## config.mk

```make
export PLATFORM = sky130hd
export DESIGN_NAME = ula_op_sequencer
export DESIGN_NICKNAME = d
export VERILOG_FILES = /design/src/rtl/ula_op_sequencer.sv
export SDC_FILE = /design/constraint.sdc
export NUM_CORES = 1
export LEC_CHECK = 0
export BUFFER_PORTS_ARGS = -buffer_cell sky130_fd_sc_hd__clkbuf_2
export CAP_MARGIN = 20
export CELL_PAD_IN_SITES_DETAIL_PLACEMENT = 0
export CELL_PAD_IN_SITES_GLOBAL_PLACEMENT = 1
export CORE_MARGIN = 2
export CORE_UTILIZATION = 31
export CTS_CLUSTER_DIAMETER = 50
export DETAILED_ROUTE_END_ITERATION = 12
export HOLD_SLACK_MARGIN = 0.15
export PLACE_DENSITY_LB_ADDON = 0.12
export SYNTH_ARGS = -nofsm -noshare
export SYNTH_HDL_FRONTEND = slang
export SYNTH_SLANG_ARGS = --single-unit
```

## constraint.sdc

```tcl
create_clock -name clk -period 2.91 [get_ports clk]
set_input_delay 0.1455 -clock clk [delete_from_list [all_inputs] [get_ports clk]]
set_output_delay 0.1455 -clock clk [all_outputs]
set_load 0.03 [all_outputs]
```

## src/rtl/ula_op_sequencer.sv

```systemverilog
// Sequences one ULA opcode: pops operands from the data stack, loads the ULA operand registers, then writes the result back.
// Latency from accept: binary op EXEC 5 cycles later, NOT 3 cycles, error DONE 1 cycle.
// Backpressure: OP_READY is high only in IDLE with no TOS_LOAD; a waiting OP_VALID is held until then.
//
// Ports: OP_VALID/OP_CODE/OP_READY opcode handshake; TOS_LOAD/TOS_LOAD_VALUE external TOS overwrite;
//   STACK_ADDR/STACK_DATA_IN/STACK_WRITE/STACK_DATA_OUT data-stack access (1-cycle read latency);
//   ULA_RESULT_IN, OPERAND_OUT, CTRL_REG_OP1/OP2/OVERFLOW, CTRL_STACK_COMP, SEL_ULA drive the ULA block;
//   TOS_OUT entry count, DONE completion pulse, ERR_UNDERFLOW/ERR_ILLEGAL sticky errors.
// Optional: define ULA_SEQ_STATS_EN to add OP_COUNT (saturating completion count) and CNT_CLR.
module ula_op_sequencer #(
    parameter int DATA_WIDTH = 8,
    parameter int ADDR_WIDTH = 12
) (
    input  logic                  clk,
    input  logic                  rst_n,
    input  logic                  OP_VALID,
    input  logic [3:0]            OP_CODE,
    output logic                  OP_READY,
    input  logic                  TOS_LOAD,
    input  logic [ADDR_WIDTH-1:0] TOS_LOAD_VALUE,
    output logic [ADDR_WIDTH-1:0] STACK_ADDR,
    input  logic [DATA_WIDTH-1:0] STACK_DATA_IN,
    output logic                  STACK_WRITE,
    output logic [DATA_WIDTH-1:0] STACK_DATA_OUT,
    input  logic [DATA_WIDTH-1:0] ULA_RESULT_IN,
    output logic [DATA_WIDTH-1:0] OPERAND_OUT,
    output logic                  CTRL_REG_OP1,
    output logic                  CTRL_REG_OP2,
    output logic                  CTRL_REG_OVERFLOW,
    output logic                  CTRL_STACK_COMP,
    output logic [3:0]            SEL_ULA,
    output logic [ADDR_WIDTH-1:0] TOS_OUT,
    output logic                  DONE,
    output logic                  ERR_UNDERFLOW,
    output logic                  ERR_ILLEGAL
`ifdef ULA_SEQ_STATS_EN
    ,
    output logic [15:0]           OP_COUNT,
    input  logic                  CNT_CLR
`endif
);

    localparam logic [2:0] S_IDLE = 3'd0;
    localparam logic [2:0] S_RD1  = 3'd1;
    localparam logic [2:0] S_LD1  = 3'd2;
    localparam logic [2:0] S_RD2  = 3'd3;
    localparam logic [2:0] S_LD2  = 3'd4;
    localparam logic [2:0] S_EXEC = 3'd5;
    localparam logic [2:0] S_ERR  = 3'd6;

    logic [2:0]            r_state;
    logic [3:0]            r_op;
    logic [ADDR_WIDTH-1:0] r_tos;
    logic                  r_err_uf;
    logic                  r_err_il;

    logic                  w_in_illegal;
    logic                  w_in_unary;
    logic                  w_in_underflow;
    logic                  w_is_not;
    logic                  w_is_cmp;
    logic [ADDR_WIDTH-1:0] w_tos_m1;
    logic [ADDR_WIDTH-1:0] w_tos_m2;

    assign w_in_illegal   = (OP_CODE == 4'hF);
    assign w_in_unary     = (OP_CODE == 4'h8);
    // NOT needs one entry, every other legal op needs two
    assign w_in_underflow = w_in_unary ? (r_tos == '0) : (r_tos < ADDR_WIDTH'(2));
    assign w_is_not       = (r_op == 4'h8);
    assign w_is_cmp       = (r_op >= 4'h9) && (r_op <= 4'hE);
    assign w_tos_m1       = r_tos - ADDR_WIDTH'(1);
    assign w_tos_m2       = r_tos - ADDR_WIDTH'(2);

    assign OP_READY      = (r_state == S_IDLE) && !TOS_LOAD;
    assign TOS_OUT       = r_tos;
    assign ERR_UNDERFLOW = r_err_uf;
    assign ERR_ILLEGAL   = r_err_il;
    assign SEL_ULA       = (r_state == S_IDLE) ? 4'h0 : r_op;

    always_ff @(posedge clk) begin
        if (!rst_n) begin
            r_state  <= S_IDLE;
            r_op     <= 4'h0;
            r_tos    <= '0;
            r_err_uf <= 1'b0;
            r_err_il <= 1'b0;
        end else begin
            case (r_state)
                S_IDLE: begin
                    if (TOS_LOAD) begin
                        r_tos <= TOS_LOAD_VALUE;
                    end else if (OP_VALID) begin
                        r_op <= OP_CODE;
                        if (w_in_illegal || w_in_underflow) begin
                            r_state <= S_ERR;
                        end else begin
                            r_state <= S_RD1;
                        end
                    end
                end
                S_RD1:  r_state <= S_LD1;
                S_LD1:  r_state <= w_is_not ? S_EXEC : S_RD2;
                S_RD2:  r_state <= S_LD2;
                S_LD2:  r_state <= S_EXEC;
                S_EXEC: begin
                    // binary ops consume two entries and leave one
                    if (!w_is_not) begin
                        r_tos <= w_tos_m1;
                    end
                    r_state <= S_IDLE;
                end
                S_ERR: begin
                    if (r_op == 4'hF) begin
                        r_err_il <= 1'b1;
                    end else begin
                        r_err_uf <= 1'b1;
                    end
                    r_state <= S_IDLE;
                end
                default: r_state <= S_IDLE;
            endcase
        end
    end

    always_comb begin
        STACK_ADDR        = '0;
        STACK_WRITE       = 1'b0;
        STACK_DATA_OUT    = '0;
        OPERAND_OUT       = '0;
        CTRL_REG_OP1      = 1'b0;
        CTRL_REG_OP2      = 1'b0;
        CTRL_REG_OVERFLOW = 1'b0;
        CTRL_STACK_COMP   = 1'b0;
        DONE              = 1'b0;
        case (r_state)
            S_RD1: STACK_ADDR = w_tos_m1;
            S_LD1: begin
                STACK_ADDR   = w_tos_m1;
                OPERAND_OUT  = STACK_DATA_IN;
                CTRL_REG_OP1 = 1'b1;
            end
            S_RD2: STACK_ADDR = w_tos_m2;
            S_LD2: begin
                STACK_ADDR   = w_tos_m2;
                OPERAND_OUT  = STACK_DATA_IN;
                CTRL_REG_OP2 = 1'b1;
            end
            S_EXEC: begin
                DONE = 1'b1;
                if (w_is_not) begin
                    STACK_ADDR     = w_tos_m1;
                    STACK_WRITE    = 1'b1;
                    STACK_DATA_OUT = ULA_RESULT_IN;
                end else if (w_is_cmp) begin
                    // compare result goes to the 1-bit stack; data slot left stale
                    STACK_ADDR      = w_tos_m2;
                    CTRL_STACK_COMP = 1'b1;
                end else begin
                    STACK_ADDR        = w_tos_m2;
                    STACK_WRITE       = 1'b1;
                    STACK_DATA_OUT    = ULA_RESULT_IN;
                    CTRL_REG_OVERFLOW = (r_op <= 4'h4);
                end
            end
            S_ERR: DONE = 1'b1;
            default: ;
        endcase
    end

`ifdef ULA_SEQ_STATS_EN
    logic [15:0] r_op_count;
    assign OP_COUNT = r_op_count;

    always_ff @(posedge clk) begin
        if (!rst_n) begin
            r_op_count <= 16'h0;
        end else if (CNT_CLR) begin
            r_op_count <= 16'h0;
        end else if ((r_state == S_EXEC) && (r_op_count != 16'hFFFF)) begin
            r_op_count <= r_op_count + 16'h1;
        end
    end
`endif

endmodule

```

==> flow_metrics.tcl <==
set metrics [dict create \
    synth_top_area_share_pct 23.05 \
    crit_type "reg -> out" \
    startpoint "r_op[0]" \
    numPortBuffers 88 \
    drv_slew 0 \
    yosysMostFrequentCell "nand2_1" \
    clk_pin_slew_ns 0.08 \
    grt-ovfl-total 0 \
    layout-drive-gt1-share_pct 33.24 \
    regToRegStartpoint "TOS_OUT[1]" \
    synth_edf_count 0 \
    synth_top_family_by_area "simple AND/OR/NAND/NOR gates" \
    gr-usage-met3_pct 2.809 \
    avgSynthCellArea_sq_um 7.126 \
    cts_tree "yes" \
    synth_common_cells "nand2_1, dfxtp_1, a21oi_1" \
    ys_types 52 \
    initialDrtViolationCount 105 \
    synth_seq_cells 21 \
    swShare_pct 56.39 \
    viasPerCell 5.359 \
    diodes 0 \
    cap_violations 0 \
    reg2reg_depth 7 \
    holdCritPathClass "in -> reg" \
    hpwl_microns 4649 \
    synth-simple-area-share_pct 37.24 \
    crit_arrival_ns 2.56 \
    fill_cells 616 \
    ys_async_sr_fraction_pct 0 \
    seq_power_share_pct 18.9 \
    combPwrFrac_pct 72.9 \
    area_growth_pct 32.72 \
    synthMuxAreaShare_pct 0.5487 \
    htreeDepth 1 \
    cts_buffers 3 \
    die_area_sq_mm 0.006514 \
    worst_slack_ns 0.2048 \
    synthAdderAreaFrac_pct 1.372 \
    wl_microns 6158 \
    finalClockSkew_ns 0.009398 \
    syn_inst 256 \
    finish.net_count 385 \
    synth_xor_area_share_pct 0.9602 \
    vdd_drop_max_uv 393.1 \
    core_area_sq_mm 0.005608 \
    fin_cells 418 \
    synth_compound_gate_area_share_pct 31.21 \
    rsz0062_at_grt "false" \
    place_inst 414 \
    syn_area_sq_mm 0.001824 \
    firstDrtPassIters 4 \
    fmax_ghz 0.3697 \
    clk_latency_ns 0.27 \
    p_leak_nw 1.088 \
    cts_hold_buf 0 \
    met2_usage_pct 29.83 \
    status "completed" \
    finalHoldViolations 0 \
    fin_setup_tns_ns 0 \
    synth.yosys.warnings 0 \
    rows 27 \
    start_util_pct 32.53 \
    finalCriticalPeriod_ns 2.705 \
    die_y_microns 80.71 \
    drc 0 \
    p_clk_share_pct 8.3 \
    grt_pass1_wl_microns 9639 \
    whs_path_depth 3 \
    dp_slack_ns 0.4419 \
    worst_pin_slew_ns 0.6046 \
    path_max_fanout 8 \
    synthFlopType "dfxtp_1" \
    final.period_utilization_pct 92.96 \
    startpoint_type "flip-flop" \
    root_buffer "clkbuf_8" \
    synth.area.top_cells "dfxtp_1, nor2b_1, a21oi_1" \
    die_w_microns 80.71 \
    synth_top_cell_by_area "dfxtp_1" \
    p_per_area_mw_per_mm2 1010 \
    required_ns 2.76 \
    route.vias.total 2240 \
    grt_max_degree 23 \
    p_sw_mw 1.379 \
    max_slew_margin_pct 59.27 \
    cts.path.max_buffers 2 \
    crit_path_end_kind "output port" \
    finalSetupViolCount 0 \
    syn_nets 294 \
    track_usage_pct 18.96 \
    power.internal_mw 1.067 \
    min_from "OP_CODE[0]" \
    seq_area_frac_synth_pct 23.05 \
    grt-busiest-layer "met2" \
    wire_per_inst_microns 14.73 \
    ant_nets 0 \
    grt_pass1_vias 1958 \
    pin_count 89 \
    use_met1_pct 27.06 \
    cts.sinks 21 \
    place.gp.congestion 0.8258 \
    antenna_found_initial 0 \
]
==> routing by layer <==
metal | share of wire, % | wire length, microns
met5 | 0 | 0
met1 | 47 | 2904
met3 | 8.8 | 540
met2 | 43 | 2657
met4 | 0.89 | 55
==> layout make-up <==
type	count	area [sq um]	share of cell area, %
clock buffers	4	45.04	1.860
inverters	4	15.01	0.6202
multi-input cells	215	1304	53.85
flip-flops and latches	21	421.7	17.42
well taps	72	90.09	3.721
repair buffers	102	545.5	22.53
==> cells by family (layout without fill, tap and decap cells) <==
logic type	count (synthesis)	count (layout)
multiplexers	1	1
AO/OA/AOI/OAI	87	87
flip-flops	21	21
AND/OR/NAND/NOR	123	123
XOR/XNOR	2	2
buffers and inverters	20	110
adder cells (fa/ha/maj)	2	2
==> worst max-delay path, cell delays in order, from the launching register on <==
cell and delay, ns:
dfxtp_1 0.37, or4b_2 0.75, a21oi_1 0.28, nor2_1 0.19
and2_1 0.24, a311oi_1 0.22, clkbuf_2 0.25
==> state kept, by name, summed over array words and instances, names as in the netlist <==
register	flops
ERR_UNDERFLOW	1
r_state	3
r_op	4
TOS_OUT	12
ERR_ILLEGAL	1
==> cells in the final DEF, fill, tap and decap left out, types with 3 or more instances in the layout <==
cell type,instances
nand2b_1,3
nand4_1,3
buf_4,14
o21ai_0,19
nor2_1,19
and2_1,14
nand2_1,24
a311oi_1,6
nor2b_1,19
dfxtp_1,20
a31oi_1,3
a21boi_0,7
clkbuf_8,3
clkbuf_2,88
inv_1,3
or3_1,4
nand3_1,7
a22oi_1,3
a21oi_1,20
o22ai_1,7
o21a_1,4
nor3_1,12
==> path summary, 6_finish.rpt <==
kind         slack [ns]             end
max                0.20  STACK_ADDR[11]
min                0.15         r_op[0]
min reg2reg        0.47     ERR_ILLEGAL
max reg2reg        0.73     TOS_OUT[10]
==> power groups by stage <==
stage | registers, mW | logic, mW | clock network [mW]
after floorplan | 0.521 | 1.19 | 0
after global placement | 0.463 | 1.78 | 0
after detailed placement | 0.465 | 1.77 | 0
after CTS | 0.459 | 1.78 | 0.206
after global routing | 0.474 | 1.95 | 0.218
final | 0.462 | 1.78 | 0.202
==> metrics by stage <==
step                      instance area (sq um)  power, mW  hold WS, ns  utilization, %
after global placement                     2372      2.242       0.4252           42.30
after detailed placement                   2372      2.235       0.4323           42.30
after floorplan                            1824      1.714       0.3016               -
after global routing                       2421      2.642       0.1644           43.17
after CTS                                  2417      2.441       0.1515           43.11
final                                      2421      2.446       0.1478           43.17
==> timing repair <==
action / 4_1_cts / 5_1_grt
endpoints found under the setup margin: 0 / 2
setup buffers: 0 / 0
gates resized for setup: 0 / 3
No activity file was read; power rests on OpenSTA's default activity.
